--- config.mk ---
export PLATFORM = sky130hd
export DESIGN_NAME = cacc_qch_pwr_ctrl
export DESIGN_NICKNAME = d
export VERILOG_FILES = /design/src/rtl/cacc_pwr_pkg.sv /design/src/rtl/cacc_pwr_cnt.sv /design/src/rtl/cacc_qch_pwr_ctrl.sv
export SDC_FILE = /design/constraint.sdc
export NUM_CORES = 1
export LEC_CHECK = 0
export ABC_AREA = 0
export CORE_UTILIZATION = 40
export DETAILED_ROUTE_END_ITERATION = 10
export SLEW_MARGIN = 40
export SYNTH_ARGS = -nofsm -noshare
export SYNTH_HDL_FRONTEND = slang
export SYNTH_HIERARCHICAL = 1
export SYNTH_SLANG_ARGS = --single-unit
--- constraint.sdc ---
create_clock -name nvdla_core_clk -period 2.4 [get_ports nvdla_core_clk]
set_input_delay 0.48 -clock nvdla_core_clk [delete_from_list [all_inputs] [get_ports nvdla_core_clk]]
set_output_delay 0.48 -clock nvdla_core_clk [all_outputs]
set_load 0.03 [all_outputs]
--- src/rtl/cacc_pwr_pkg.sv ---
// Shared state encoding, default timing values and helpers for the CACC
// Q-channel power controller and its counters.
package cacc_pwr_pkg;

    localparam int unsigned CNT_W            = 8;
    localparam int unsigned IDLE_HOLD_DEF    = 4;
    localparam int unsigned PWR_SETTLE_DEF   = 8;
    localparam int unsigned DENY_BACKOFF_DEF = 16;
    localparam logic [7:0]  DENY_CNT_MAX     = 8'hFF;

    typedef enum logic [2:0] {
        ST_RUN     = 3'd0,
        ST_REQ     = 3'd1,
        ST_DENIED  = 3'd2,
        ST_ISO     = 3'd3,
        ST_OFF     = 3'd4,
        ST_SETTLE  = 3'd5,
        ST_RESTORE = 3'd6,
        ST_EXIT    = 3'd7
    } pwr_state_e;

    // Clamp a timing parameter into the range the down-counters can hold.
    function automatic logic [CNT_W-1:0] cnt_load(input int unsigned val);
        int unsigned clamped;
        clamped = (val > ((2 ** CNT_W) - 1)) ? ((2 ** CNT_W) - 1) : val;
        return clamped[CNT_W-1:0];
    endfunction

endpackage

--- src/rtl/cacc_pwr_cnt.sv ---
// Loadable down-counter with a zero flag. Load wins over decrement, and the
// count parks at zero instead of wrapping.
module cacc_pwr_cnt #(
    parameter int unsigned   W       = 8,
    parameter logic [W-1:0]  RST_VAL = '0
) (
    input  logic         nvdla_core_clk,
    input  logic         nvdla_core_rst,
    input  logic         load,
    input  logic [W-1:0] load_val,
    input  logic         dec,
    output logic         zero
);

    logic [W-1:0] count;

    // Count register: reload, or step down toward zero and hold there.
    always_ff @(posedge nvdla_core_clk or posedge nvdla_core_rst) begin
        if (nvdla_core_rst) begin
            count <= RST_VAL;
        end else if (load) begin
            count <= load_val;
        end else if (dec && (count != '0)) begin
            count <= count - 1'b1;
        end
    end

    assign zero = (count == '0);

endmodule

--- src/rtl/cacc_qch_pwr_ctrl.sv ---
// Q-channel power controller for the CACC gated domain. Sequences the
// standby handshake, isolation, power switch, settle wait and retention
// restore, and backs off for a while after the CACC block denies a request.
// All control outputs are decoded from the state so reset clears them at once.
module cacc_qch_pwr_ctrl #(
    parameter int unsigned IDLE_HOLD    = cacc_pwr_pkg::IDLE_HOLD_DEF,
    parameter int unsigned PWR_SETTLE   = cacc_pwr_pkg::PWR_SETTLE_DEF,
    parameter int unsigned DENY_BACKOFF = cacc_pwr_pkg::DENY_BACKOFF_DEF
) (
    input  logic       nvdla_core_clk,
    input  logic       nvdla_core_rst,
    input  logic       idle_req,
    input  logic       qacceptn,
    input  logic       qdeny,
    output logic       qreqn,
    output logic       pr_restore,
    output logic       iso_en,
    output logic       pwr_off,
    output logic [2:0] pwr_state,
    output logic [7:0] deny_cnt
);

    import cacc_pwr_pkg::*;

    // Settle counter is loaded with N-1 so the FSM spends exactly N cycles
    // in SETTLE; a zero setting still gives one settle cycle.
    localparam logic [CNT_W-1:0] IDLE_LD    = cnt_load(IDLE_HOLD);
    localparam logic [CNT_W-1:0] SETTLE_LD  = (PWR_SETTLE == 0) ? '0 : cnt_load(PWR_SETTLE - 1);
    localparam logic [CNT_W-1:0] BACKOFF_LD = cnt_load(DENY_BACKOFF);

    pwr_state_e state;
    pwr_state_e state_nxt;

    logic idle_zero;
    logic settle_zero;
    logic backoff_zero;
    logic idle_load;
    logic settle_load;
    logic deny_hit;

    // A deny seen while requesting both bumps the deny count and arms backoff.
    assign deny_hit    = (state == ST_REQ) && qdeny;
    assign idle_load   = (state != ST_RUN) || !idle_req;
    assign settle_load = (state != ST_SETTLE);

    cacc_pwr_cnt #(
        .W       (CNT_W),
        .RST_VAL (IDLE_LD)
    ) u_idle_cnt (
        .nvdla_core_clk (nvdla_core_clk),
        .nvdla_core_rst (nvdla_core_rst),
        .load           (idle_load),
        .load_val       (IDLE_LD),
        .dec            (backoff_zero),
        .zero           (idle_zero)
    );

    cacc_pwr_cnt #(
        .W       (CNT_W),
        .RST_VAL (SETTLE_LD)
    ) u_settle_cnt (
        .nvdla_core_clk (nvdla_core_clk),
        .nvdla_core_rst (nvdla_core_rst),
        .load           (settle_load),
        .load_val       (SETTLE_LD),
        .dec            (1'b1),
        .zero           (settle_zero)
    );

    cacc_pwr_cnt #(
        .W       (CNT_W),
        .RST_VAL ('0)
    ) u_backoff_cnt (
        .nvdla_core_clk (nvdla_core_clk),
        .nvdla_core_rst (nvdla_core_rst),
        .load           (deny_hit),
        .load_val       (BACKOFF_LD),
        .dec            (1'b1),
        .zero           (backoff_zero)
    );

    // State register.
    always_ff @(posedge nvdla_core_clk or posedge nvdla_core_rst) begin
        if (nvdla_core_rst) begin
            state <= ST_RUN;
        end else begin
            state <= state_nxt;
        end
    end

    // Next-state decode and state-decoded control outputs.
    always_comb begin
        state_nxt  = state;
        qreqn      = 1'b1;
        pr_restore = 1'b0;
        iso_en     = 1'b0;
        pwr_off    = 1'b0;
        case (state)
            ST_RUN: begin
                if (idle_req && idle_zero && backoff_zero && qacceptn && !qdeny) begin
                    state_nxt = ST_REQ;
                end
            end
            ST_REQ: begin
                qreqn = 1'b0;
                if (qdeny) begin
                    state_nxt = ST_DENIED;
                end else if (!qacceptn) begin
                    state_nxt = ST_ISO;
                end
            end
            ST_DENIED: begin
                if (!qdeny && qacceptn) begin
                    state_nxt = ST_RUN;
                end
            end
            ST_ISO: begin
                qreqn     = 1'b0;
                iso_en    = 1'b1;
                state_nxt = ST_OFF;
            end
            ST_OFF: begin
                qreqn   = 1'b0;
                iso_en  = 1'b1;
                pwr_off = 1'b1;
                if (!idle_req) begin
                    state_nxt = ST_SETTLE;
                end
            end
            ST_SETTLE: begin
                qreqn  = 1'b0;
                iso_en = 1'b1;
                if (settle_zero) begin
                    state_nxt = ST_RESTORE;
                end
            end
            ST_RESTORE: begin
                qreqn      = 1'b0;
                iso_en     = 1'b1;
                pr_restore = 1'b1;
                state_nxt  = ST_EXIT;
            end
            ST_EXIT: begin
                iso_en = 1'b1;
                if (qacceptn) begin
                    state_nxt = ST_RUN;
                end
            end
            default: begin
                state_nxt = ST_RUN;
            end
        endcase
    end

    // Saturating count of denies since reset.
    always_ff @(posedge nvdla_core_clk or posedge nvdla_core_rst) begin
        if (nvdla_core_rst) begin
            deny_cnt <= 8'd0;
        end else if (deny_hit && (deny_cnt != DENY_CNT_MAX)) begin
            deny_cnt <= deny_cnt + 8'd1;
        end
    end

    assign pwr_state = state;

endmodule

After elaboration in Yosys (flattened, before gate mapping)
Index checks and enable logic that the tools add are counted.
{"block": "op_classes", "addsub": 4, "n_eq_ne": 15, "muxes": 18, "reduce_logical": 25}
{"op": "$mux W8", "n": 6}
{"op": "$logic_not A8 Y1", "n": 3}
{"op": "$pmux W3 S8", "n": 1}
{"op": "$reduce_bool A8 Y1", "n": 3}
{"op": "$sub A8 B1 Y8 const B", "n": 3}
{"op": "$mux W3", "n": 7}
{"op": "$eq A3 B3 Y1 const B", "n": 4}
{"op": "$ne A2 B2 Y1 const B", "n": 5}
{"op": "$reduce_or A5 Y1", "n": 2}
{"op": "$add A8 B1 Y8 const B", "n": 1}
{"op": "$logic_and A1 B1 Y1", "n": 8}
{"op": "$ne A8 B8 Y1 const B", "n": 1}
{"op": "$eq A3 B2 Y1 const B", "n": 2}
{"op": "$ne A3 B3 Y1 const B", "n": 2}
{"op": "$reduce_and A6 Y1", "n": 1}
{"op": "$reduce_bool A2 Y1", "n": 3}
{"op": "$mux W1", "n": 4}
{"op": "$eq A3 B1 Y1 const B", "n": 1}
{"op": "$logic_not A3 Y1", "n": 1}
{"op": "$reduce_bool A3 Y1", "n": 1}
{"op": "$logic_not A1 Y1", "n": 2}
{"op": "$logic_or A1 B1 Y1", "n": 1}
{"block": "totals", "ff_bits": 35, "word_cells": 67}

Longest topological paths before layout
Gate-level depths: netlist of run 1.
{"block": "logic_depth", "word_depth": 7, "depth_mapped": 8}

Cells and area by module
Netlist of run 1, hierarchy kept.
{"module": "cacc_qch_pwr_ctrl", "instances": 1, "cells_per_inst": 73, "area_each_um2": 689.4, "seq_area_each_um2": 275.3}
{"module": "cacc_pwr_cnt (u_settle_cnt)", "instances": 1, "cells_per_inst": 53, "area_each_um2": 499.2, "seq_area_each_um2": 203.9}
{"module": "cacc_pwr_cnt (u_idle_cnt)", "instances": 1, "cells_per_inst": 53, "area_each_um2": 496.7, "seq_area_each_um2": 201.4}
{"module": "cacc_pwr_cnt (u_backoff_cnt)", "instances": 1, "cells_per_inst": 53, "area_each_um2": 495.5, "seq_area_each_um2": 200.2}

Worst setup path before layout of run 1
OpenSTA, ideal clock, no wires.
{"block": "synth_path", "path_type": "flip-flop to flip-flop", "startpoint": "reg u_backoff_cnt.count[0]", "endpoint": "reg u_idle_cnt.count[7]", "setup_time_ns": 0.083, "arrival_time_ns": 2.048, "required_time_ns": 2.317, "path_slack_ns": 0.269, "path_stages_with_launch": 9, "cell_sequence": "dfrtp_1 > inv_1 > ha_1 > or4b_4 > nor2_1 > nor3b_1 > nand4_1 > xor2_1 > o21ai_0"}
{"block": "synth_via", "elab_chain_cells": 3}
{"element": "start, declared", "line": "cacc_pwr_cnt.sv:15", "text": "logic [W-1:0] count;"}
{"element": "start signal, assigned", "line": "cacc_pwr_cnt.sv:22", "text": "count <= load_val;"}
{"element": "start signal, assigned", "line": "cacc_pwr_cnt.sv:24", "text": "count <= count - 1'b1;"}
{"element": "$logic_not A8 Y1", "line": "cacc_pwr_cnt.sv:28", "text": "assign zero = (count == '0);"}
{"element": "named net backoff_zero", "line": "cacc_qch_pwr_ctrl.sv:36", "text": "logic backoff_zero;"}
{"element": "$logic_and A1 B1 Y1", "line": "cacc_pwr_cnt.sv:23", "text": "end else if (dec && (count != '0)) begin"}
{"element": "$reduce_bool A2 Y1 (no line)"}
{"element": "end signal, assigned", "line": "cacc_pwr_cnt.sv:22"}
{"element": "end signal, assigned", "line": "cacc_pwr_cnt.sv:24"}
{"element": "end, declared", "line": "cacc_pwr_cnt.sv:15"}
The timed path passes the listed nets, and every way through them passes these cells.
A chain may end at the register's enable or synchronous reset.

Worst setup path after layout of run 1
{"block": "layout_path", "startpoint": "reg state[1] (netlist: pwr_state[1])", "endpoint": "out qreqn"}
{"block": "layout_via", "elab_chain_cells": 3, "word_cells_on_any_way": 7, "classes_between": "eq/ne (5); mux (1); reduce/logical (1)"}
{"element": "start, declared", "line": "cacc_qch_pwr_ctrl.sv:31", "text": "pwr_state_e state;"}
{"element": "start signal, assigned", "line": "cacc_qch_pwr_ctrl.sv:87", "text": "state <= state_nxt;"}
{"element": "$eq A3 B1 Y1, or another cell as far along", "line": "cacc_qch_pwr_ctrl.sv:98", "text": "case (state)"}
{"element": "$reduce_or A5 Y1 (no line) *"}
{"element": "$mux W1 *", "line": "cacc_qch_pwr_ctrl.sv:98"}
{"element": "end, declared", "line": "cacc_qch_pwr_ctrl.sv:15", "text": "output logic qreqn,"}
Mark *: on every way between the ends. The rest lies on a longest branch, timed or not.

==> results.yml, run 1 <==
floorplanning:
  dieArea_um2: 5750
  die_h_um: 75.8
  core_um2: 5170
  die_x_um: 75.8
  row_count: 26
  ios: 20
  start_util_pct: 42.2
cts:
  path_clk_slew_ns: 0.07
  clock-root-buffer: "clkbuf_8"
  cts_htree_levels: 2
  cts_hold_buffers: 0
  cts_sinks: 35
  cts_buffers: 5
  cts_tree: "done"
  worstSkewPairLatency_ns: 0.29
  postCtsSetupRepairBufs: 0
  clock_path_buffers: 2
timing:
  slew_viol_final: 0
  timing.fmax_ghz: 0.446
  tns_ns: 0
  layout_min_cycle_time_ns: 2.24
  rsz0062_at_grt: "no"
  setup_viol: 0
  tightest_slew_ns: 0.603
  finalHoldViolCount: 0
  slew_headroom_pct: 59.3
  post-route-period-util_pct: 93.5
  hold_ws_ns: 0.520
  clock-skew-final_ns: 0.00554
final_layout:
  finalNonFillerCells: 356
  antenna_cells: 0
  final_net_count: 297
  drive_gt1_share_pct: 13.3
  final_util_pct: 52.2
  syn2layout_area_growth_pct: 23.9
detailed_routing:
  post_drt_wl_per_cell_um: 11.2
  drtPass1Iterations: 4
  drt_iter0_markers: 41
  vias: 1733
  wl_mm: 4.00
  postRouteAntennaNets: 0
  via_per_inst: 4.87
  drc: 0
job:
  cap_violations: 0
yosys:
  synth_area_um2: 2180
  ys_types: 44
  ys_top_cells_by_count: "dfrtp_1 (31), nand2_1 (30), o21ai_0 (13)"
  synth_edf_count: 0
  synth_ff_type: "dfrtp_1"
  syn_area_per_cell_um2: 9.40
  synthTopCellsByArea: "dfrtp_1 (36%), nand2_1 (5.2%), dfstp_2 (4.8%)"
  yosysWarnings: 6
  synth_seq_area_share_pct: 40.4
  async_reset_ff_share_pct: 100
  synth.ff_latch_count: 35
  synthMostInstantiatedCell: "dfrtp_1"
  syn_inst: 232
  synth_top_area_share_pct: 35.6
  yosysTopAreaCell: "dfrtp_1"
worst_setup_path:
  cp_max_fo: 13
  critical_path.reg2reg.startpoint: "u_backoff_cnt/count[0]$_DFFE_PP0P_"
  worst_ep_required_time_ns: 1.92
  worstSetupPathType: "reg2out"
  arrival_ns: 1.76
  r2r_end: "u_idle_cnt/count[7]$_DFFE_PP0P_"
  r2r_setup_slack_ns: 0.26
  start_kind: "flop"
  reg2regPathDepth: 8
  endpoint_kind: "output pin"
power:
  power_uw: 2950
  power.leakage_uw: 0.00112
  netSwitchingPower_uw: 1190
  power.share.combinational_pct: 44.3
  swShare_pct: 40.3
  sequentialPowerShare_pct: 36.8
  ir_worst_vdd_uv: 456
  pwr-share-clk_pct: 18.9
  power.density_nw_per_um2: 1090
  p_int_uw: 1760
run_status:
  status: "finished, final reports clean"
min_path:
  hp-class: "reg2reg"
  worstHoldEndpoint: "deny_cnt[0]$_DFFE_PP0P_"
  min_path_cells: 1
  hp-start: "deny_cnt[0]$_DFFE_PP0P_"
place:
  gp_congestion: 0.761
  place.port_buffers: 19
  dpl.hpwl_mm: 2.97
  dp.cells: 348
global_routing:
  grt_pass1_vias: 1511
  overflow: 0
  grt_pass1_wl_mm: 6.78
  grt_use_total_pct: 15.8
  antenna_found_initial: 0
  grt_max_degree: 23
-- what timing repair did --
item / CTS / global route
hold endpoints to repair: 0 / 0
gates resized for setup: 0 / 3
setup endpoints to repair: 0 / 5
-- worst max-delay path by stage --
stage | startpoint | end | slack, ns
after floorplan | u_backoff_cnt/count[0]$_DFFE_PP0P_ | u_idle_cnt/count[7]$_DFFE_PP0P_ | 0.27
after global placement | u_backoff_cnt/count[0]$_DFFE_PP0P_ | u_idle_cnt/count[7]$_DFFE_PP0P_ | 0.18
after detailed placement | u_backoff_cnt/count[0]$_DFFE_PP0P_ | u_idle_cnt/count[7]$_DFFE_PP0P_ | 0.08
after CTS | pwr_state[1]$_DFFE_PP0P_ | qreqn | 0.04
after global routing | u_backoff_cnt/count[0]$_DFFE_PP0P_ | u_idle_cnt/count[7]$_DFFE_PP0P_ | 0.02
final | pwr_state[1]$_DFFE_PP0P_ | qreqn | 0.16
-- registers in the layout (all words and copies together), names as in the netlist --
| signal | flops |
|---|---|
| u_backoff_cnt/count | 8 |
| pwr_state | 3 |
| deny_cnt | 8 |
| u_idle_cnt/count | 8 |
| u_settle_cnt/count | 8 |
-- power by group through the flow --
| stage | Sequential (uW) | Combinational [uW] | Clock, uW |
|---|---|---|---|
| floorplan | 1130 | 880 | 0 |
| global placement | 1090 | 1290 | 0 |
| detailed placement | 1090 | 1310 | 0 |
| CTS | 1080 | 1310 | 574 |
| global route | 1130 | 1460 | 597 |
| finish | 1080 | 1300 | 558 |
-- kinds of logic after synthesis --
| family | Yosys count | synth area share (%) |
|---|---|---|
| AOI/OAI and AO/OA | 56 | 16.6 |
| xor gates and xnor gates | 15 | 6.02 |
| adders and majority gates | 7 | 4.02 |
| buffers and inverters | 18 | 3.21 |
| DFF | 35 | 40.4 |
| muxes | 8 | 4.30 |
| other | 2 | 0.344 |
| and+or+nand+nor | 91 | 25.1 |
-- cell usage in the layout (no fill, tap or decap), types with 4 or more instances in the layout --
master | netlist | final
a21oi_1 | 5 | 5
buf_4 | 0 | 5
clkbuf_8 | 0 | 6
clkdlybuf4s50_1 | 0 | 19
conb_1 | 2 | 30
dfrtp_1 | 31 | 30
dfstp_2 | 4 | 4
ha_1 | 7 | 7
inv_1 | 11 | 11
mux2_1 | 7 | 7
nand2_1 | 30 | 30
nand2b_1 | 8 | 8
nand3_1 | 9 | 9
nand4_1 | 4 | 4
nor2_1 | 11 | 10
nor3_1 | 4 | 4
o21ai_0 | 13 | 13
o21ai_1 | 12 | 12
o21ai_2 | 4 | 4
o41ai_1 | 4 | 4
xnor2_1 | 8 | 8
xor2_1 | 7 | 7
-- through the flow --
stage / setup WS [ns] / instance area (um2)
final: 0.156 / 2700
after global routing: 0.0164 / 2700
after CTS: 0.0406 / 2690
after detailed placement: 0.0755 / 2580
after global placement: 0.184 / 2580
after floorplan: 0.269 / 2290
-- routing by layer --
layer / up-vias / share of wire [%] / GRT usage [%]
li1: 906 / - / -
met1: 795 / 50 / 21.4
met2: 27 / 45 / 24.7
met3: 5 / 3.1 / 2.78
met4: 0 / 1.7 / 7.41
met5: - / 0 / 0
-- worst max-delay path: stages, from the launching register on --
cell and delay, ns:
dfrtp_2 0.49, and3_1 0.20, o21bai_1 0.10, clkdlybuf4s50_1 0.68
-- area by class of cell --
class                           count  area (um2)
Timing Repair Buffer               24         228
Clock inverter                      2        35.0
Sequential cell                    35         882
Fill cell                         484        2470
Tap cell                           70        87.6
Multi-Input combinational cell    207        1340
Clock buffer                        6        82.6
Inverter                           12        45.0
No activity file was read; power rests on OpenSTA's default activity.
==> run 2: changes to the inputs <==
Settings changed: HOLD_SLACK_MARGIN set to 0.06.
==> results of run 2 <==
Final layout, timing and power as in run 1 (identical DEF).
==> run 3: changes to the inputs <==
Settings changed: SLEW_MARGIN 40 to unset.
==> results of run 3 <==
Final layout, timing and power as in run 1 (identical DEF).
